## config.mk

```make
export PLATFORM = sky130hd
export DESIGN_NAME = grf_wb_sched
export DESIGN_NICKNAME = d
export VERILOG_FILES = /design/src/rtl/core_grf_pkg.sv /design/src/rtl/rr_arbiter.sv /design/src/rtl/grf_wb_sched.sv
export SDC_FILE = /design/constraint.sdc
export NUM_CORES = 1
export LEC_CHECK = 0
export BUFFER_PORTS_ARGS = -buffer_cell sky130_fd_sc_hd__buf_2
export CAP_MARGIN = 20
export CORE_MARGIN = 2
export CORE_UTILIZATION = 45
export CTS_CLUSTER_SIZE = 8
export DETAILED_ROUTE_END_ITERATION = 12
export MAX_ROUTING_LAYER = met4
export PLACE_DENSITY = 0.84
export SYNTH_ARGS = -nofsm -noshare
export SYNTH_HDL_FRONTEND = slang
export SYNTH_SLANG_ARGS = --single-unit
```

## constraint.sdc

```tcl
create_clock -name clock -period 2.9 [get_ports clock]
set_input_delay 0.29 -clock clock [delete_from_list [all_inputs] [get_ports clock]]
set_output_delay 0.29 -clock clock [all_outputs]
set_load 0.005 [all_outputs]
```

## src/rtl/core_grf_pkg.sv

```systemverilog
// Shared constants and types for the general register file write-back path.
package core_grf_pkg;

  localparam int AW   = 5;
  localparam int XLEN = 64;
  localparam int NREG = 32;

  typedef logic [AW-1:0] reg_idx_t;

  typedef struct packed {
    logic            valid;
    reg_idx_t        addr;
    logic [XLEN-1:0] data;
  } wb_req_t;

  // True when the request vector has more than one bit set.
  function automatic logic multi_req(input logic [7:0] req);
    return (req & (req - 8'd1)) != 8'd0;
  endfunction

endpackage

```

## src/rtl/rr_arbiter.sv

```systemverilog
// Combinational round-robin arbiter: the search starts one past ptr_i and wraps.
module rr_arbiter #(
  parameter int N = 3,
  localparam int PW = (N > 1) ? $clog2(N) : 1
) (
  input  logic [N-1:0]  req_i,
  input  logic [PW-1:0] ptr_i,
  output logic [N-1:0]  grant_o,
  output logic [PW-1:0] idx_o,
  output logic          valid_o
);

  // Two passes: the indices above the pointer first, then the wrap-around half.
  always_comb begin
    grant_o = '0;
    idx_o   = '0;
    valid_o = 1'b0;
    for (int i = 0; i < N; i++) begin
      if (!valid_o && req_i[i] && (i > int'(ptr_i))) begin
        grant_o[i] = 1'b1;
        idx_o      = PW'(i);
        valid_o    = 1'b1;
      end else begin
        valid_o = valid_o;
      end
    end
    for (int i = 0; i < N; i++) begin
      if (!valid_o && req_i[i] && (i <= int'(ptr_i))) begin
        grant_o[i] = 1'b1;
        idx_o      = PW'(i);
        valid_o    = 1'b1;
      end else begin
        valid_o = valid_o;
      end
    end
  end

endmodule

```

## src/rtl/grf_wb_sched.sv

```systemverilog
// Write-back scheduler and RAW/WAW scoreboard in front of the single GRF write port.
module grf_wb_sched
  import core_grf_pkg::*;
#(
  parameter int NREQ = 3,
  parameter int XLEN = core_grf_pkg::XLEN,
  parameter int AW   = core_grf_pkg::AW
) (
  input  logic                 clock,
  input  logic                 reset,
  input  logic                 iss_valid,
  input  logic [AW-1:0]        iss_rs1,
  input  logic [AW-1:0]        iss_rs2,
  input  logic [AW-1:0]        iss_rd,
  input  logic                 iss_rd_wen,
  output logic                 iss_stall,
  input  logic [NREQ-1:0]      wb_valid,
  input  logic [NREQ*AW-1:0]   wb_addr,
  input  logic [NREQ*XLEN-1:0] wb_data,
  output logic [NREQ-1:0]      wb_ready,
  output logic                 grf_wen,
  output logic [AW-1:0]        grf_waddr,
  output logic [XLEN-1:0]      grf_wdata,
  output logic                 sb_err,
  output logic [31:0]          conflict_cnt
);

  localparam int NR = 1 << AW;
  localparam int PW = (NREQ > 1) ? $clog2(NREQ) : 1;

  logic [NREQ-1:0] grant_s;
  logic [PW-1:0]   gidx_s;
  logic            transfer_s;
  logic [AW-1:0]   sel_addr_s;
  logic [XLEN-1:0] sel_data_s;
  logic            set_s;
  logic            conflict_s;

  logic [PW-1:0]   rr_ptr_q,  rr_ptr_d;
  logic [NR-1:0]   busy_q,    busy_d;
  logic            grf_wen_q, grf_wen_d;
  logic [AW-1:0]   waddr_q,   waddr_d;
  logic [XLEN-1:0] wdata_q,   wdata_d;
  logic            sb_err_q,  sb_err_d;
  logic [31:0]     cnt_q,     cnt_d;

  // A register is a hazard only while pending and not being written this cycle;
  // the GRF forwards the write to readers in the grf_wen cycle.
  function automatic logic hz(input logic [NR-1:0] busy, input logic wen,
                              input logic [AW-1:0] waddr, input logic [AW-1:0] r);
    return busy[r] && !(wen && (waddr == r));
  endfunction

  rr_arbiter #(.N(NREQ)) u_arb (
    .req_i   (wb_valid),
    .ptr_i   (rr_ptr_q),
    .grant_o (grant_s),
    .idx_o   (gidx_s),
    .valid_o (transfer_s)
  );

  assign wb_ready = grant_s;

  // One-hot AND-OR mux of the granted requester's address and data.
  always_comb begin
    sel_addr_s = '0;
    sel_data_s = '0;
    for (int i = 0; i < NREQ; i++) begin
      sel_addr_s = sel_addr_s | ({AW{grant_s[i]}}   & wb_addr[i*AW +: AW]);
      sel_data_s = sel_data_s | ({XLEN{grant_s[i]}} & wb_data[i*XLEN +: XLEN]);
    end
  end

  assign iss_stall = iss_valid &&
                     (hz(busy_q, grf_wen_q, waddr_q, iss_rs1) ||
                      hz(busy_q, grf_wen_q, waddr_q, iss_rs2) ||
                      (iss_rd_wen && hz(busy_q, grf_wen_q, waddr_q, iss_rd)));

  assign set_s      = iss_valid && !iss_stall && iss_rd_wen && (iss_rd != '0);
  assign conflict_s = multi_req(8'(wb_valid));

  // Next-state: scoreboard (set after clear so set wins), output stage, counters.
  always_comb begin
    busy_d = busy_q;
    if (grf_wen_q) begin
      busy_d[waddr_q] = 1'b0;
    end else begin
      busy_d = busy_d;
    end
    if (set_s) begin
      busy_d[iss_rd] = 1'b1;
    end else begin
      busy_d = busy_d;
    end
    busy_d[0] = 1'b0;

    if (transfer_s) begin
      rr_ptr_d  = gidx_s;
      grf_wen_d = (sel_addr_s != '0);
      waddr_d   = sel_addr_s;
      wdata_d   = sel_data_s;
    end else begin
      rr_ptr_d  = rr_ptr_q;
      grf_wen_d = 1'b0;
      waddr_d   = waddr_q;
      wdata_d   = wdata_q;
    end

    sb_err_d = sb_err_q ||
               (transfer_s && (sel_addr_s != '0) && !busy_q[sel_addr_s]);

    if (conflict_s && (cnt_q != 32'hFFFF_FFFF)) begin
      cnt_d = cnt_q + 32'd1;
    end else begin
      cnt_d = cnt_q;
    end
  end

  // State registers; reset discards all pending scoreboard state.
  always_ff @(posedge clock or negedge reset) begin
    if (!reset) begin
      rr_ptr_q  <= PW'(NREQ - 1);
      busy_q    <= '0;
      grf_wen_q <= 1'b0;
      waddr_q   <= '0;
      wdata_q   <= '0;
      sb_err_q  <= 1'b0;
      cnt_q     <= 32'd0;
    end else begin
      rr_ptr_q  <= rr_ptr_d;
      busy_q    <= busy_d;
      grf_wen_q <= grf_wen_d;
      waddr_q   <= waddr_d;
      wdata_q   <= wdata_d;
      sb_err_q  <= sb_err_d;
      cnt_q     <= cnt_d;
    end
  end

  assign grf_wen      = grf_wen_q;
  assign grf_waddr    = waddr_q;
  assign grf_wdata    = wdata_q;
  assign sb_err       = sb_err_q;
  assign conflict_cnt = cnt_q;

endmodule

```

==> reports/qor.yml <==
p_seq_share_pct: 36.3
dieWidth_um: 135
fin_tns_setup_ns: -0.0375
cts_tree: "yes"
synth-seq-cells: 136
synthSimpleGateAreaFrac_pct: 17.6
slew_headroom_pct: 30.3
fin_area_mm2: 0.0105
tightest_slew_ns: 1.04
seq_area_mm2: 0.00341
synthXorXnorAreaFrac_pct: 5.24
yosysTopAreaCell: "dfrtp_1"
cts.sinks: 136
synth_fa_ha_area_share_pct: 0.293
violations: "hold timing, setup timing"
cts_htree_levels: 4
antenna_found_initial: 14
final_core_util_pct: 62.9
hp-class: "in2async"
p_sw_mw: 2.76
synth_mux_area_share_pct: 10.0
syn_inst: 827
worstPathRequired_ns: 2.61
clk_latency_ns: 0.43
place_area_mm2: 0.00964
ios: 336
async_reset_ff_share_pct: 100
met2_usage_pct: 47.5
internal-power_mw: 4.99
ir_worst_vdd_mv: 0.472
maxCapViolations: 0
path_class: "reg2out"
dp_hpwl_mm: 22.2
fin_crit_ns: 2.94
synth-main-ff-cell: "dfrtp_1"
grt.total_usage_pct: 34.4
nNetsFinal: 1397
grt_max_degree: 106
met1_usage_pct: 45.5
num_rows: 47
grt_pass1_vias: 7846
drt-total-wl_mm: 30.5
p_per_area_mw_per_mm2: 740
areaGrowthSynthToFinish_pct: 36.3
finClkSkew_ns: 0.0107
setup_viol: 1
post_drt_wl_per_cell_um: 21.5
netlist_area_mm2: 0.00768
first_iter_violations: 956
cp_slowest_cell: "mux4_2"
stdcell_count: 1416
placed_cells: 1347
yosys_warnings: 0
cts_buffer_depth: 2
multiInputGateArea_mm2: 0.00404
grt.overflow.total: 0
grt_pass1_wl_mm: 45.0
rsz0062_at_grt: "yes"
run_status: "complete, but fails checks"
synthTopCellsByArea: "dfrtp_1, mux4_2, a22oi_1"
swShare_pct: 35.6
r2r-start: "rr_ptr_q[1]"
worstPathArrival_ns: 2.65
die_h_um: 135
synth_compound_area_share_pct: 19.1
p_clk_share_pct: 29.7
combPwrFrac_pct: 34.0
cts_root_buf: "clkbuf_16"
via_per_inst: 5.94
vias: 8409
fillers: 1386
synth_top_area_share_pct: 44.0
synth.distinct_cells: 51
synth_area_per_cell_um2: 9.29
fin_ws_ns: -0.0375
dieArea_mm2: 0.0181
worst-path-max-fanout: 5
worstPathCellList: "mux4_2 > mux4_2 > mux2_4 > a32oi_1 > o21ai_1 > and2_1 > buf_2"
ant_nets: 0
crit_path_end_kind: "primary output"
grt-busiest-layer: "met2"
core_mm2: 0.0166
drc: 0
p_leak_nw: 4.99
fmax_mhz: 340
start_kind: "register"
crit_path_start: "busy_q[7]"
seq_area_frac_synth_pct: 44.3
layout-drive-gt1-share_pct: 39.1
synth_edf_count: 0
drtPass1Iterations: 5
place_congestion: 1.06
path_common_cell: "mux4_2"
cts.clk_slew.worst_paths_ns: 0.06
cts_made_buffers: 17
syn_nets: 1057
grt_use_met3_pct: 12.0
initial_utilization_pct: 46.2
whs_ns: -0.0182
synth_top_family_by_area: "compound AO/OA/AOI/OAI gates"
fin_crit_sh_pct: 101
slew_viol_final: 0
port_buffers: 335
hold_viol_final: 21
cp_slowest_stage_delay_ns: 0.48
cell type report:
type                    instances  area share, %
clock buffers                  20           4.46
repair buffers                381           19.6
diodes                         16          0.382
flip-flops and latches        136           32.6
clock inverters                12           1.48
well taps                     220           2.63
multi-input cells             625           38.6
inverters                       6          0.215
routing by layer:
layer | vias up | wire length [um]
met5 | - | 0
met4 | 0 | 1200
met3 | 96 | 4260
met2 | 606 | 13300
met1 | 3986 | 11800
li1 | 3721 | -
cells in the final DEF (no fill, tap or decap), types with 3 or more instances in the layout:
cell,count
mux2_2,4
a21o_1,3
dfrtp_2,8
nor2_1,83
clkbuf_8,3
mux4_2,26
nor2b_1,3
clkinv_4,3
a222oi_1,3
a31oi_1,65
o21ai_0,40
mux2i_1,13
clkbuf_16,17
nand3_1,17
o21ai_1,31
nor3_1,9
inv_1,6
nand3b_1,6
inv_8,3
and2_1,4
nand4_1,12
and3_1,6
xor2_1,21
inv_6,4
a21oi_1,3
nand2_1,140
nand2b_1,3
xnor2_1,25
a22oi_1,71
nor4_1,8
buf_2,334
dfrtp_1,127
nor3b_1,4
buf_4,44
diode_2,16
cells by family (layout without fill, tap and decap cells):
kind of cell,after synthesis,after routing
multiplexers,44,44
flip-flops,136,136
buffers and inverters,66,419
other,0,16
XOR/XNOR,46,46
AO/OA/AOI/OAI,227,227
AND/OR/NAND/NOR,306,306
adder cells (fa/ha/maj),2,2
flip-flops by register name, summed over array words and instances, names as in the netlist:
signal and count:
grf_wdata 64, busy_q 31, sb_err 1, rr_ptr_q 2, grf_wen 1, conflict_cnt 32
grf_waddr 5
power by group through the flow:
stage / registers [mW] / logic (mW) / clock network (mW)
floorplan: 2.70 / 1.39 / 0
global placement: 2.91 / 2.16 / 0
detailed placement: 2.90 / 2.21 / 0
CTS: 2.81 / 2.45 / 2.33
global route: 2.84 / 2.82 / 2.40
finish: 2.81 / 2.64 / 2.30
worst paths after layout:
| path | end | slack [ns] | cells after the start |
|---|---|---|---|
| max | iss_stall | -0.04 | 7 |
| min | busy_q[2] | -0.02 | 1 |
| max reg2reg | sb_err | 0.20 | 10 |
| min reg2reg | conflict_cnt[20] | 0.49 | 1 |
| max in group asynchronous | grf_wdata[34] | 2.05 | 2 |
| min in group clock | grf_wdata[23] | 0.11 | 3 |
cells in the mapped netlist, types with 9 or more instances:
cell and instances:
nand3_1 17, o21ai_1 31, xnor2_1 25, nor3_1 9, mux4_2 26, o21ai_0 40
nand4_1 12, a31oi_1 65, buf_1 10, xor2_1 21, nand2_1 140, dfrtp_1 135
clkbuf_1 41, mux2i_1 13, a22oi_1 71, nor2_1 83
worst max-delay path: cells and delay by family (launching register included):
kind                   cells  cell delay (ns)
muxes                      3             1.24
buffers and inverters      1             0.12
DFF                        1             0.45
AOI/OAI and AO/OA          2             0.27
and+or+nand+nor            1             0.16
timing repair:
item / CTS / global route
resized for setup: 4 / 5
hold buffers: 0 / 0
setup endpoints to repair: 1 / 1
setup buffers: 12 / 9
pin swaps: 2 / 0
metrics by stage:
step / total power [mW] / setup WS, ns
after floorplan: 4.08 / 0.460
after global placement: 5.07 / 0.223
after detailed placement: 5.11 / 0.176
after CTS: 7.58 / -0.0329
after global routing: 8.06 / -0.0781
final: 7.74 / -0.0375
(Power assumes the default switching activity.)
